### src/rtl/jesd204b_pkg.sv
// jesd204b_pkg: shared constants, mode encoding and lock-count helper for the JESD204B scrambler
package jesd204b_pkg;
  localparam int SCR_STATE_W = 15;
  localparam int SCR_TAP_A = 14;
  localparam int SCR_TAP_B = 15;
  localparam logic [SCR_STATE_W-1:0] SCR_DEFAULT_SEED = 15'h7F80;
  localparam int LOCK_CNT_W = 4;
  typedef enum logic [1:0] {
    MODE_DESCR  = 2'd0,
    MODE_SCR    = 2'd1,
    MODE_BYPASS = 2'd2
  } scr_mode_e;
  function automatic logic [LOCK_CNT_W-1:0] lock_cnt_add(input logic [LOCK_CNT_W-1:0] cnt, input int unsigned w);
    int unsigned sum;
    sum = cnt + w;
    return (sum >= SCR_STATE_W) ? LOCK_CNT_W'(SCR_STATE_W) : sum[LOCK_CNT_W-1:0];
  endfunction
endpackage

### src/rtl/jesd204b_scr_lane.sv
// jesd204b_scr_lane: one lane of 1+x^14+x^15 self-synchronous (de)scrambling, whole beat unrolled
module jesd204b_scr_lane
  import jesd204b_pkg::*;
#(
  parameter int DATA_WIDTH = 32
) (
  input  logic [SCR_STATE_W-1:0] state_in,
  input  logic [DATA_WIDTH-1:0]  data_in,
  input  scr_mode_e              mode,
  output logic [DATA_WIDTH-1:0]  data_out,
  output logic [SCR_STATE_W-1:0] state_next
);
  // st[k] is the scrambled-stream bit k+1 positions back; MSB of the beat goes first
  always_comb begin
    logic [SCR_STATE_W-1:0] st;
    logic o;
    st = state_in;
    o = 1'b0;
    data_out = '0;
    for (int i = DATA_WIDTH - 1; i >= 0; i--) begin
      o = (mode == MODE_BYPASS) ? data_in[i] : data_in[i] ^ st[SCR_TAP_A-1] ^ st[SCR_TAP_B-1];
      data_out[i] = o;
      st = {st[SCR_STATE_W-2:0], (mode == MODE_SCR) ? o : data_in[i]};
    end
    state_next = st;
  end
endmodule

### src/rtl/jesd204b_scrambler_array.sv
// jesd204b_scrambler_array: multi-lane JESD204B scrambler/descrambler with lock and one-stage valid/ready output
module jesd204b_scrambler_array
  import jesd204b_pkg::*;
#(
  parameter int                     LANES      = 4,
  parameter int                     DATA_WIDTH = 32,
  parameter logic [SCR_STATE_W-1:0] SEED       = SCR_DEFAULT_SEED
) (
  input  logic                        clk,
  input  logic                        reset,
  input  logic                        clr,
  input  logic                        scr_mode,
  input  logic                        bypass,
  input  logic [LANES*DATA_WIDTH-1:0] in_data,
  input  logic                        in_valid,
  output logic                        in_ready,
  output logic [LANES*DATA_WIDTH-1:0] out_data,
  output logic                        out_valid,
  input  logic                        out_ready,
  output logic [LANES-1:0]            lock
);
  logic [LANES*DATA_WIDTH-1:0] data_q, data_d, lane_out;
  logic valid_q, valid_d, accept;
  logic [LANES-1:0][SCR_STATE_W-1:0] state_q, state_d, state_base, state_nx;
  logic [LANES-1:0][LOCK_CNT_W-1:0] cnt_q, cnt_d, cnt_base;
  logic [LANES-1:0] lock_q, lock_d;
  scr_mode_e mode;
  assign in_ready = !valid_q || out_ready;
  assign accept = in_valid && in_ready;
  assign mode = bypass ? MODE_BYPASS : (scr_mode ? MODE_SCR : MODE_DESCR);
  // clr substitutes SEED ahead of the lanes so a same-cycle beat starts from the seed
  always_comb begin
    for (int i = 0; i < LANES; i++) begin
      state_base[i] = clr ? SEED : state_q[i];
      cnt_base[i] = clr ? '0 : cnt_q[i];
    end
  end
  for (genvar l = 0; l < LANES; l++) begin : g_lane
    jesd204b_scr_lane #(.DATA_WIDTH(DATA_WIDTH)) u_lane (
      .state_in  (state_base[l]),
      .data_in   (in_data[l*DATA_WIDTH +: DATA_WIDTH]),
      .mode      (mode),
      .data_out  (lane_out[l*DATA_WIDTH +: DATA_WIDTH]),
      .state_next(state_nx[l])
    );
  end
  always_comb begin
    valid_d = accept || (valid_q && !out_ready);
    data_d = accept ? lane_out : data_q;
    for (int i = 0; i < LANES; i++) begin
      state_d[i] = accept ? state_nx[i] : state_base[i];
      cnt_d[i] = accept ? lock_cnt_add(cnt_base[i], DATA_WIDTH) : cnt_base[i];
      lock_d[i] = cnt_d[i] >= LOCK_CNT_W'(SCR_STATE_W);
    end
  end
  always_ff @(posedge clk) begin
    if (reset) begin
      valid_q <= 1'b0;
      data_q <= '0;
      state_q <= {LANES{SEED}};
      cnt_q <= '0;
      lock_q <= '0;
    end else begin
      valid_q <= valid_d;
      data_q <= data_d;
      state_q <= state_d;
      cnt_q <= cnt_d;
      lock_q <= lock_d;
    end
  end
  assign out_data = data_q;
  assign out_valid = valid_q;
  assign lock = lock_q;
endmodule

### config.mk
export PLATFORM = sky130hd
export DESIGN_NAME = jesd204b_scrambler_array
export DESIGN_NICKNAME = d
export VERILOG_FILES = /design/src/rtl/jesd204b_pkg.sv /design/src/rtl/jesd204b_scr_lane.sv /design/src/rtl/jesd204b_scrambler_array.sv
export SDC_FILE = /design/constraint.sdc
export NUM_CORES = 1
export LEC_CHECK = 0
export CAP_MARGIN = 10
export CORE_MARGIN = 2
export CORE_UTILIZATION = 40
export CTS_CLUSTER_SIZE = 28
export DETAILED_ROUTE_END_ITERATION = 8
export PLACE_DENSITY = 0.62
export SYNTH_ARGS = -nofsm -noshare
export SYNTH_HDL_FRONTEND = slang
export SYNTH_SLANG_ARGS = --single-unit
### constraint.sdc
create_clock -name clk -period 3.6 [get_ports clk]
set_input_delay 0.72 -clock clk [delete_from_list [all_inputs] [get_ports clk]]
set_output_delay 0.72 -clock clk [all_outputs]
set_load 0.005 [all_outputs]
# Yosys cells after proc, flatten, opt, wreduce, memory -nomap -nowiden
# Cells that the tools add are included.
# word_totals
reg_bits	209
output_inout_bits	134
elab_cells	565
# classes
addsub	4
magnitude_cmp	8
eq_ne	2
mux	278
bitwise	256
reduce_logical	6
# ops
operator	count
$mux 1	257
$xor 1x1->1	256
$mux 15	8
$mux 4	12
$add 4x6->7 const B	4
$ge 7x4->1 const B	4
$ge 4x4->1 const B	4
$eq 2x1->1 const B	1
$eq 2x2->1 const B	1
$logic_and 1x1->1	2
$logic_not 1->1	2
$logic_or 1x1->1	2
$mux 2	1

# Depth between registers and ports, before layout
# logic_depth
ltp_word	14
ltp_mapped	13
ltp_nobuf	7

# By module
# A second synthesis with hierarchy kept.
# hier_totals
cells_unflattened	1943
area_unflattened_um2	15061.9
# by_module_without_submodules
module	n_inst	cells_per_inst	area_each_um2
jesd204b_scrambler_array	1	995	8310.5
jesd204b_scr_lane	4	237	1687.9

# Worst setup path after synthesis
# Ideal clock, no wire load.
# synth_path
path_kind	input to register
start	input port clr
end	register data_q[32], in the netlist out_data[32]
setup_ps	117
arrival_time_ps	2911
required_ps	3483
setup_slack_ps	571
cell_stages	9
path_buffers	2
path_cell_list	buf_2 or3b_1 buf_6 or3_1 a211o_1 a21oi_1 xnor3_1 mux2i_1 nand2_1
# synth_via
elab_chain_len	12
elab_cells_between_ends	24
cone_classes	mux (12); bitwise (12)
# synth_rtl
item	line_no	rtl
start: declaration	jesd204b_scrambler_array.sv:11	input logic clr,
$mux 15 (*)	jesd204b_scrambler_array.sv:34	state_base[i] = clr ? SEED : state_q[i];
$xor 1x1->1 (2 in a row)	jesd204b_scr_lane.sv:21	o = (mode == MODE_BYPASS) ? data_in[i] : data_in[i] ^ st[SCR_TAP_A-1] ^ st[SCR_TAP_B-1];
$mux 1	jesd204b_scr_lane.sv:21	
$mux 1	jesd204b_scr_lane.sv:23	st = {st[SCR_STATE_W-2:0], (mode == MODE_SCR) ? o : data_in[i]};
$xor 1x1->1 (2 in a row)	jesd204b_scr_lane.sv:21	
$mux 1	jesd204b_scr_lane.sv:21	
$mux 1	jesd204b_scr_lane.sv:23	
$xor 1x1->1	jesd204b_scr_lane.sv:21	
$xor 1x1->1 (*)	jesd204b_scr_lane.sv:21	
$mux 1 (*)	jesd204b_scr_lane.sv:21	
end signal: assignment	jesd204b_scrambler_array.sv:65	data_q <= data_d;
end: declaration	jesd204b_scrambler_array.sv:22	logic [LANES*DATA_WIDTH-1:0] data_q, data_d, lane_out;
# Mark *: on every way between the ends. The rest lies on a longest branch, timed or not.
# A chain may end at the register's enable or synchronous reset.

# Final worst setup path
# layout_path
start	input port scr_mode
end	register data_q[32], in the netlist out_data[32]
# layout_via
elab_chain_len	12
elab_cells_between_ends	21
cone_classes	eq/ne (2); mux (13); bitwise (6)
# layout_rtl
item	line_no	rtl
start: declaration	jesd204b_scrambler_array.sv:12	input logic scr_mode,
$mux 1 (*)	jesd204b_scrambler_array.sv:30	assign mode = bypass ? MODE_BYPASS : (scr_mode ? MODE_SCR : MODE_DESCR);
$mux 2 (*)	jesd204b_scrambler_array.sv:30	
$eq 2x2->1	jesd204b_scr_lane.sv:21	
$mux 1	jesd204b_scr_lane.sv:21	
$mux 1	jesd204b_scr_lane.sv:23	
$xor 1x1->1 (2 in a row)	jesd204b_scr_lane.sv:21	
$mux 1	jesd204b_scr_lane.sv:21	
$mux 1	jesd204b_scr_lane.sv:23	
$xor 1x1->1 (2 in a row)	jesd204b_scr_lane.sv:21	
$mux 1 (*)	jesd204b_scr_lane.sv:21	
# Marked as above.

==> summary.md <==
| Metric | Value |
|---|---|
| Status | completed |
| Dominant synthesized flop cell | dfxtp_1 |
| Clk buf depth | 3 |
| VDD IR max | 396 uV |
| Seq cells post-synth | 209 |
| Dpl hpwl | 27000 um |
| Crit start category | input pin |
| Die width | 181 um |
| CP arrival | 3.59 ns |
| Net switching power | 0.00197 W |
| Sink Count | 209 |
| Total power | 0.00690 W |
| Max frequency | 0.315 GHz |
| Total congestion overflow | 0 |
| Final cell count without fillers | 2186 |
| Critical path fanouts, max | 6 |
| Cell Area, Synth | 12600 um^2 |
| Maximum capacitance violations | 0 |
| Finish-stage setup viols | 0 |
| Worst slew pin tran | 0.694 ns |
| Rel. slew slack | 53.8% |
| Final-stage net count | 1904 |
| Post-Synthesis Cells | 1543 |
| DRT Pass-1 Iters | 5 |
| Worst-Skew Late Latency | between 0.5 and 0.6 ns |
| Layout cells sized above 1 | 7.77% |
| Cell Area, Placed | 15800 um^2 |
| Hold path depth | 2 |
| Hold Violations, Final | 0 |
| R2R depth | 7 |
| Post-synth ARST share | 0% |
| Post-route cell area | 16700 um^2 |
| Final GP Congestion | 0.863 |
| YS warnings | 0 |
| Fillers | 2889 |
| Via density | 5.29 |
| Root buf cell | clkbuf_16 |
| Hold Startpoint | out_data[114] |
| # DRC | 0 |
| Antenna viol nets, final | 0 |
| Number of flops mapped to enable cells by yosys | 0 |
| Mapped Nets | 1678 |
| Static Leakage | 5.80 nW |
| Placed Instances | about 2100 |
| Setup crit end kind | register |
| WHS | roughly 0.45 ns |
| Average wire per standard cell | 17.7 um |
| Final min period | ~3.2 ns |
| Gates resized, CTS repair | 0 |
| Crit. Startpoint | scr_mode |
| Clock share of power | 38.0% |
| DIE AREA | 32900 um^2 |
| Worst Skew | 0.0116 ns |
| Sw frac | around 29% |
| Post-CTS Setup Inserts | 0 |
| Synth Area per Inst | 8.16 um^2 |
| Vert. Die Dim | ~180 um |
| Initial antenna violation count | 2 |
| WS Path Type | in2reg |
| Vias | 11600 |
| Worst R2R Start | state_q[26] |
| Worst Hold Class | reg2reg |
| Largest net degree at the start of global routing | 171 |
| Num CTS Buffers | 26 |
| Critical path required time | 4.02 ns |
| Sequential element share of the synthesized area | 33.2% |
| Syn-to-layout area delta | 32.4% |
| Reg clk slew, reported paths | ~0.060 ns |
| RSZ-0062 raised after global routing | false |
| Synth top area share | roughly a third |
| Period utilization | between 80 and 90% |
| Sequential Power Share | between 30% and 40% |
| GR Util All Layers | 23.1% |
| Combinational Power Share | between 20% and 30% |
| Area leader, netlist | dfxtp_1 |
| Most common cell in the netlist | nor2_1 |
| Synth top cells by count | 213 x nor2_1, 209 x dfxtp_1, 205 x xnor2_1, 109 x xor2_1, 100 x clkbuf_1 |
| PwrDens | 414 nW/um^2 |
| Slew Viols, Final | 0 |
| CTS tree | built |
| Initial DRC Count | 578 |
| Core area | ~30000 um^2 |
| H-tree depth | 1 |
| First-pass GRT wire length | 61700 um |
| Number of global-route vias before repair | 11300 |
| Initial Util | 40.8% |
| I/O pins | 269 |
| Placement Rows | 64 |
| Post-synthesis cell type count | 41 |
| Ranking of synthesized cells by area | dfxtp_1 33%, xnor2_1 14%, xor2_1 7.6%, nor2_1 6.3%, a211oi_1 4.8% |
| Routed wire length | 38800 um |
| Port Buf Inserts | 268 |
| Cell Int Power | roughly 0.0049 W |
| Hold Buf Count CTS | 0 |
| Final TNS setup | 0 ns |
final timing paths:
| check | slack, ns | end |
|---|---|---|
| max reg2reg | 1.16 | out_data[32] |
| min | 0.45 | out_data[114] |
| min reg2reg | 0.45 | out_data[114] |
| max | 0.43 | out_data[32] |
power by group through the flow:
| stage | sequential, W | combinational [W] | clock, W |
|---|---|---|---|
| 3_3_place_gp | 0.00269 | 0.00162 | 0 |
| 5_1_grt | 0.00266 | 0.00180 | 0.00279 |
| 6_report | 0.00264 | 0.00164 | 0.00262 |
| 3_5_place_dp | 0.00269 | 0.00163 | 0 |
| 2_1_floorplan | 0.00267 | 0.000923 | 0 |
| 4_1_cts | 0.00264 | 0.00165 | 0.00268 |
sequential cells by signal (all words and copies together) (netlist names):
register and cells:
cnt_q 16, lock 4, out_data 128, out_valid 1, state_q 60
cell families after synthesis:
logic type	Yosys count	share of synthesized area, %
buffers and inverters	127	3.99
AND/OR/NAND/NOR	525	19.4
XOR/XNOR	330	24.7
multiplexers	6	0.477
flip-flops	209	33.2
AO/OA/AOI/OAI	346	18.2
cells in the final DEF (no fill, tap or decap), types with 5 or more instances in the layout:
cell type,n
xnor2_1,205
mux2i_1,6
or2_2,25
nor3_1,86
buf_12,8
clkdlybuf4s50_1,265
nand3_1,5
a211o_1,9
xnor3_1,12
nor2_1,211
clkbuf_8,7
a21oi_1,78
clkbuf_16,27
o211ai_1,14
a211oi_1,80
clkbuf_1,6
and3_1,10
a21oi_2,6
xor2_1,109
buf_4,48
o21ai_0,80
clkinv_2,5
o21a_1,9
a311oi_1,51
or4_1,6
a32oi_1,6
or3_1,59
nand2_1,90
and2_1,10
nor2b_1,5
dfxtp_1,209
routing by layer:
layer	wire length, um	track usage [%]	up-vias
li1	-	-	5812
met1	18000	30.8	5454
met2	18100	38.8	258
met3	1920	4.03	48
met4	744	5.85	0
met5	0	0	-
final cells by class:
cell class	count	area [um^2]	area share, %
Clock inverter	7	62.6	0.375
Multi-Input combinational cell	1207	7930	47.6
Clock buffer	40	795	4.77
Timing Repair Buffer	323	3190	19.1
Tap cell	396	495	2.97
Inverter	2	7.51	0.0450
Sequential cell	209	4180	25.1
Antenna cell	2	5.00	0.0300
worst max-delay path, stage by stage:
cell and delay, ns:
clkdlybuf4s50_1 0.48, or3b_2 0.54, buf_4 0.20, buf_4 0.14, o21ai_0 0.39, o211ai_1 0.20
a21oi_1 0.23, xnor3_1 0.47, mux2i_1 0.16, nand2_1 0.06
stage by stage:
step	util, %	setup slack (ns)
finish	54.1	0.428
detailed placement	51.3	-0.0522
global route	54.1	0.261
global placement	51.3	0.0271
CTS	54.0	0.504
floorplan	-	0.571
No activity file was read; power rests on OpenSTA's default activity.
